### config.mk
export PLATFORM = sky130hd
export DESIGN_NAME = alu_seq_ctrl
export DESIGN_NICKNAME = d
export VERILOG_FILES = /design/src/rtl/pkg_alu.sv /design/src/rtl/pkg_alu_seq.sv /design/src/rtl/pkg_pflags.sv /design/src/rtl/alu_seq_ctrl.sv
export SDC_FILE = /design/constraint.sdc
export NUM_CORES = 1
export LEC_CHECK = 0
export ABC_AREA = 1
export CAP_MARGIN = 25
export CORE_ASPECT_RATIO = 1.25
export CORE_MARGIN = 10
export CORE_UTILIZATION = 35
export DETAILED_ROUTE_END_ITERATION = 12
export GPL_ROUTABILITY_DRIVEN = 0
export SLEW_MARGIN = 20
export SYNTH_ARGS = -nofsm -noshare
export SYNTH_HDL_FRONTEND = slang
export SYNTH_SLANG_ARGS = --single-unit
export TNS_END_PERCENT = 100
### constraint.sdc
create_clock -name clk -period 1.58 [get_ports clk]
set_clock_uncertainty 0.05 [all_clocks]
set_input_delay 0.237 -clock clk [delete_from_list [all_inputs] [get_ports clk]]
set_output_delay 0.237 -clock clk [all_outputs]
set_load 0.01 [all_outputs]
### src/rtl/pkg_alu.sv
// rtl/pkg_alu.sv - opcodes of the shared 8-bit ALU
package pkg_alu;
  typedef enum logic [2:0] {
    alu_op_add  = 3'd0,
    alu_op_adc  = 3'd1,
    alu_op_sub  = 3'd2,
    alu_op_sbc  = 3'd3,
    alu_op_and  = 3'd4,
    alu_op_or   = 3'd5,
    alu_op_xor  = 3'd6,
    alu_op_pass = 3'd7
  } alu_oper;
endpackage

### src/rtl/pkg_alu_seq.sv
// rtl/pkg_alu_seq.sv - request opcodes, states and constants of the ALU sequencer
package pkg_alu_seq;
  typedef enum logic [2:0] {
    ADDP = 3'd0,
    SUBP = 3'd1,
    CMPP = 3'd2,
    MUL  = 3'd3
  } seq_oper;

  typedef enum logic [2:0] {
    ST_IDLE = 3'd0,
    ST_LO   = 3'd1,
    ST_HI   = 3'd2,
    ST_MUL  = 3'd3,
    ST_DONE = 3'd4
  } seq_state;

  localparam int SEQ_MUL_ITERS = 8;
endpackage

### src/rtl/pkg_pflags.sv
// rtl/pkg_pflags.sv - processor flag vector layout
package pkg_pflags;
  localparam int proc_flags_msb_pos = 3;
  localparam int pf_slot_c = 0;
  localparam int pf_slot_z = 1;
endpackage

### src/rtl/alu_seq_ctrl.sv
// rtl/alu_seq_ctrl.sv - multi-pass 16-bit add/sub/cmp and 8x8 multiply on the shared 8-bit ALU
module alu_seq_ctrl
  import pkg_alu_seq::*;
#(
  parameter int FLAGS_W = pkg_pflags::proc_flags_msb_pos + 1
) (
  input  logic                 clk,
  input  logic                 rst_n,
  input  logic                 req_valid,
  output logic                 req_ready,
  input  seq_oper              req_op,
  input  logic [15:0]          req_a,
  input  logic [15:0]          req_b,
  input  logic [FLAGS_W-1:0]   req_flags,
  output logic                 res_valid,
  input  logic                 res_ready,
  output logic [15:0]          res_data,
  output logic [FLAGS_W-1:0]   res_flags,
  output logic                 alu_busy,
  output pkg_alu::alu_oper     alu_oper,
  output logic [7:0]           alu_a_lo,
  output logic [7:0]           alu_a_hi,
  output logic [7:0]           alu_b,
  output logic [FLAGS_W-1:0]   alu_flags_in,
  input  logic [7:0]           alu_out_lo,
  input  logic [FLAGS_W-1:0]   alu_flags_out
);
  localparam int SLOT_C = pkg_pflags::pf_slot_c;
  localparam int SLOT_Z = pkg_pflags::pf_slot_z;
  localparam logic [2:0] LAST_ITER = 3'(SEQ_MUL_ITERS - 1);

  seq_state             r_state;
  seq_oper              r_op;
  logic [15:0]          r_a;
  logic [15:0]          r_b;
  logic [FLAGS_W-1:0]   r_flags;
  logic [7:0]           r_lo;
  logic                 r_c_lo;
  logic                 r_z_lo;
  logic [7:0]           r_prod_hi;
  logic [7:0]           r_prod_lo;
  logic [7:0]           r_mplier;
  logic [2:0]           r_cnt;
  logic [15:0]          r_res_data;
  logic [FLAGS_W-1:0]   r_res_flags;

  logic                 w_alu_c;
  logic                 w_alu_z;
  logic [16:0]          w_mul_next;
  logic [FLAGS_W-1:0]   w_flags_hi;
  logic [FLAGS_W-1:0]   w_flags_mul;
  logic                 w_unused_alu_flags;

  assign w_alu_c = alu_flags_out[SLOT_C];
  assign w_alu_z = alu_flags_out[SLOT_Z];
  assign w_unused_alu_flags = ^alu_flags_out;

  // Shift-add step: the ALU adds the multiplicand into prod_hi, carry-out becomes bit 16.
  assign w_mul_next = {w_alu_c, alu_out_lo, r_prod_lo} >> 1;

  always_comb begin
    w_flags_hi = r_flags;
    w_flags_hi[SLOT_C] = w_alu_c;
    w_flags_hi[SLOT_Z] = r_z_lo & w_alu_z;
    w_flags_mul = r_flags;
    w_flags_mul[SLOT_C] = 1'b0;
    w_flags_mul[SLOT_Z] = (w_mul_next[15:0] == 16'h0000);
  end

  assign req_ready = (r_state == ST_IDLE);
  assign res_valid = (r_state == ST_DONE);
  assign alu_busy  = (r_state == ST_LO) || (r_state == ST_HI) || (r_state == ST_MUL);
  assign res_data  = r_res_data;
  assign res_flags = r_res_flags;

  always_ff @(posedge clk or negedge rst_n) begin
    if (!rst_n) begin
      r_state     <= ST_IDLE;
      r_op        <= ADDP;
      r_a         <= '0;
      r_b         <= '0;
      r_flags     <= '0;
      r_lo        <= '0;
      r_c_lo      <= 1'b0;
      r_z_lo      <= 1'b0;
      r_prod_hi   <= '0;
      r_prod_lo   <= '0;
      r_mplier    <= '0;
      r_cnt       <= '0;
      r_res_data  <= '0;
      r_res_flags <= '0;
    end else begin
      case (r_state)
        ST_IDLE: begin
          if (req_valid) begin
            r_op    <= req_op;
            r_a     <= req_a;
            r_b     <= req_b;
            r_flags <= req_flags;
            case (req_op)
              ADDP, SUBP, CMPP: r_state <= ST_LO;
              MUL: begin
                r_prod_hi <= '0;
                r_prod_lo <= '0;
                r_mplier  <= req_b[7:0];
                r_cnt     <= '0;
                r_state   <= ST_MUL;
              end
              default: begin
                r_res_data  <= req_a;
                r_res_flags <= req_flags;
                r_state     <= ST_DONE;
              end
            endcase
          end
        end
        ST_LO: begin
          r_lo    <= alu_out_lo;
          r_c_lo  <= w_alu_c;
          r_z_lo  <= w_alu_z;
          r_state <= ST_HI;
        end
        ST_HI: begin
          r_res_data  <= (r_op == CMPP) ? r_a : {alu_out_lo, r_lo};
          r_res_flags <= w_flags_hi;
          r_state     <= ST_DONE;
        end
        ST_MUL: begin
          {r_prod_hi, r_prod_lo} <= w_mul_next[15:0];
          r_mplier <= r_mplier >> 1;
          r_cnt    <= r_cnt + 3'd1;
          if (r_cnt == LAST_ITER) begin
            r_res_data  <= w_mul_next[15:0];
            r_res_flags <= w_flags_mul;
            r_state     <= ST_DONE;
          end
        end
        ST_DONE: begin
          if (res_ready) r_state <= ST_IDLE;
        end
        default: r_state <= ST_IDLE;
      endcase
    end
  end

  // Byte-wide passes only use the low A port; alu_a_hi stays parked at zero.
  always_comb begin
    alu_oper     = pkg_alu::alu_op_add;
    alu_a_lo     = 8'h00;
    alu_a_hi     = 8'h00;
    alu_b        = 8'h00;
    alu_flags_in = '0;
    case (r_state)
      ST_LO: begin
        alu_oper     = (r_op == ADDP) ? pkg_alu::alu_op_add : pkg_alu::alu_op_sub;
        alu_a_lo     = r_a[7:0];
        alu_b        = r_b[7:0];
        alu_flags_in = r_flags;
      end
      ST_HI: begin
        alu_oper     = (r_op == ADDP) ? pkg_alu::alu_op_adc : pkg_alu::alu_op_sbc;
        alu_a_lo     = r_a[15:8];
        alu_b        = r_b[15:8];
        alu_flags_in = r_flags;
        alu_flags_in[SLOT_C] = r_c_lo;
      end
      ST_MUL: begin
        alu_a_lo     = r_prod_hi;
        alu_b        = r_mplier[0] ? r_a[7:0] : 8'h00;
        alu_flags_in = r_flags;
      end
      default: ;
    endcase
  end
endmodule

==> metrics, run 1 <==
grt ovf=0; DRT Wirelength=19400 um; Die X=126 um; routed wl met2=10400 um; Worst EP arrival=1.72 ns; worst vdd ir=0.000939 V; dpl cells=924; Yosys warnings=0; wire length per cell=19.6 um; Skew-Pair Late Insertion Delay=0.35 ns; root buf cell=clkbuf_16; IO Count=109; leading area contributor after synthesis=dfrtp_1; Mapped Area=4900 sq um; status=complete, but fails checks; Worst Path Buf+Inv=4; CTS tree=built; nets=865; Req. time, crit path=1.29 ns; CP endpoint kind=output port; die height=152 um; setup violators final=113; average size of a mapped cell=7.76 sq um; Worst R2R Start=r_state[1]; Vias per Instance=5.23; delay of the slowest cell on the worst path=0.41 ns; Startpoint Class=register; kind of critical path=reg2out; failing checks=setup timing; antenna violations before repair=0; max_cap viols=0; Clock transition at path regs=0.07 ns; CP delay by family, top=buffers and inverters; R2R setup slack=-0.26 ns; Post-Syn Instances=632; final slew viol count=0; met3 WL post-DR=1010 um; RSZ-0062 raised after global routing=true; Num CTS Buffers=9; Crit-path slowest cell=dfrtp_1; max layer used=met4; wire length on met1=7080 um; vias=5168; core box area=13800 sq um; DR iter-0 viols=350; Setup WS post-layout=-0.422 ns; power per cell area=2070 nW/um^2; largest fanout on the critical path=8; port buffer count=97; DIE AREA=19200 sq um; Clock H-tree levels=3; Static Leak=4.16 nW; Final Critical Period=2.00 ns; residual DRC count=0; wire length of the first global-routing pass=29700 um; top cell type's share of synthesized area=50.0%; CP Cell Sequence=buf_6 -> nand2_4 -> nor2_4 -> buf_12 -> buf_12 -> a22oi_1 -> nand2_1 -> buf_6; Area growth syn-to-layout=69.1%; CTS Buffer Depth=2; post-DP HPWL=12200 um; Sink Count=98; Core Rows=48; filler cell count in the final layout=1127; Reg2Reg Capture Point=r_prod_hi[4]; dominant cells by area after synthesis=dfrtp_1, nand2_1, nand3_1; worst r2r path cells=11; share of cells above drive strength 1=42.3%; worst min-delay path class=in2async; non-filler cells, final=988; Distinct cells, synth=25; Placement Setup Slack=-0.458 ns; #FFs+latches synth=98; final hold vios=0; vias in the first global route=5474; fin crit share=127%; remaining antenna violation count=0; largest net degree at the start of global routing=36; sequential area share after synthesis=50.0%; Max Clock Freq=0.499 GHz; # diodes=0; effective utilization at floorplan=35.7%; GRT Total Usage=19.4%; Pre-Repair DR Iteration Count=7; crit path launch=r_state[1]
==> cell families (layout without fill, tap and decap cells) <==
group / after synthesis / in the layout / share of synthesized area, %
AO/OA/AOI/OAI: 80 / 80 / 9.29
adder cells (fa/ha/maj): 2 / 2 / 0.510
buffers and inverters: 88 / 261 / 8.78
flip-flops: 98 / 98 / 50.0
other: 1 / 9 / 0.0765
AND/OR/NAND/NOR: 363 / 363 / 31.3
==> metrics by stage <==
step | area, sq um | utilization [%] | TNS, ns | hold WS (ns) | power, mW
after floorplan | 4930 | - | 0 | -0.109 | 7.67
after global routing | 8290 | 60.3 | -30.98 | 0.369 | 18.1
after detailed placement | 6420 | 46.7 | -18.08 | 0.177 | 10.8
final | 8290 | 60.3 | -24.21 | 0.333 | 17.1
after global placement | 6420 | 46.7 | -13.14 | 0.168 | 10.6
after CTS | 7930 | 57.6 | -22.93 | 0.341 | 16.4
==> registers in the layout, summed over array words and instances (netlist names) <==
signal	count
r_prod_lo	7
r_prod_hi	8
r_b	16
r_z_lo	1
r_cnt	3
r_lo	8
res_flags	4
r_c_lo	1
r_state	3
r_flags	4
r_a	16
res_data	16
r_mplier	8
r_op	3
==> worst max-delay path by stage <==
stage	end	slack [ns]	cells after the start
2_1_floorplan	alu_oper[1]	0.01	6
3_3_place_gp	alu_b[1]	-0.38	8
3_5_place_dp	alu_b[1]	-0.46	8
4_1_cts	alu_a_lo[1]	-0.36	8
5_1_grt	alu_b[2]	-0.47	8
6_report	alu_b[2]	-0.42	8
==> cell usage after synthesis <==
cell type	number
ha_1	2
dfrtp_1	98
buf_2	11
a31oi_1	1
a22oi_1	20
nor3_1	2
or2_2	7
buf_6	3
o21ai_0	31
conb_1	1
nand3_2	2
nor2_2	1
o21ai_1	10
nand2_2	4
a21oi_1	17
nor2_4	4
o21ai_2	1
inv_1	42
nand3_1	70
nand2_1	233
nor2_1	37
buf_4	17
inv_2	4
clkbuf_1	11
nand3b_1	3
==> layer usage <==
metal / global-route usage [%] / vias to the layer above
met5: 0 / -
met4: 11.8 / 0
met3: 2.92 / 66
met2: 34.7 / 213
met1: 20.8 / 2519
li1: - / 2370
==> layout make-up <==
| class | instances | area, sq um | area share (%) |
|---|---|---|---|
| tap | 175 | 219 | 2.64 |
| timing repair buffer | 199 | 2150 | 26.0 |
| inverter | 46 | 175 | 2.11 |
| multi-input combinational | 454 | 2920 | 35.2 |
| clock buffer | 9 | 225 | 2.72 |
| clock inverter | 7 | 141 | 1.71 |
| sequential | 98 | 2450 | 29.6 |
==> report_power, final <==
| part | total [mW] | switching [mW] | leakage (nW) | internal (mW) |
|---|---|---|---|---|
| Clock | 2.71 | 1.00 | 0.176 | 1.71 |
| Sequential | 4.81 | 1.10 | 1.20 | 3.71 |
| Combinational | 9.62 | 5.02 | 2.79 | 4.61 |
==> placed cells by master, fill, tap and decap left out, drive strengths merged <==
master / Yosys / routed
clkbuf: 11 / 9
buf: 31 / 127
dlymetal6s2s: 0 / 12
inv: 46 / 46
ha: 2 / 2
a31oi: 1 / 1
nand3: 72 / 72
a21oi: 17 / 17
a22oi: 20 / 20
bufinv: 0 / 4
nor3: 2 / 2
nand2: 237 / 237
dlygate4sd2: 0 / 1
clkdlybuf4s50: 0 / 58
clkinv: 0 / 2
clkinvlp: 0 / 1
o21ai: 42 / 42
conb: 1 / 9
dlygate4sd3: 0 / 1
nand3b: 3 / 3
or2: 7 / 7
dfrtp: 98 / 98
nor2: 42 / 42
==> worst register-to-register path, delay by kind of cell, from the launching register on <==
kind                   cells  cell delay, ns
buffers and inverters      6            0.89
AOI/OAI and AO/OA          1            0.10
and+or+nand+nor            4            0.35
DFF                        1            0.41
==> what timing repair did <==
item                                    4_1_cts  5_1_grt
pin swaps                                    26       38
hold endpoints to repair                     30        0
hold buffers                                  1        0
resized for setup                           295      144
cloned                                       15        0
endpoints found under the setup margin      111      119
buffers inserted                             40        9
Power figures use the tool's default switching activity.
==> inputs of run 2 (changes only) <==
TNS_END_PERCENT = default   (was 100)
==> results of run 2 <==
No change in the layout: final DEF, timing and power equal those of run 1.
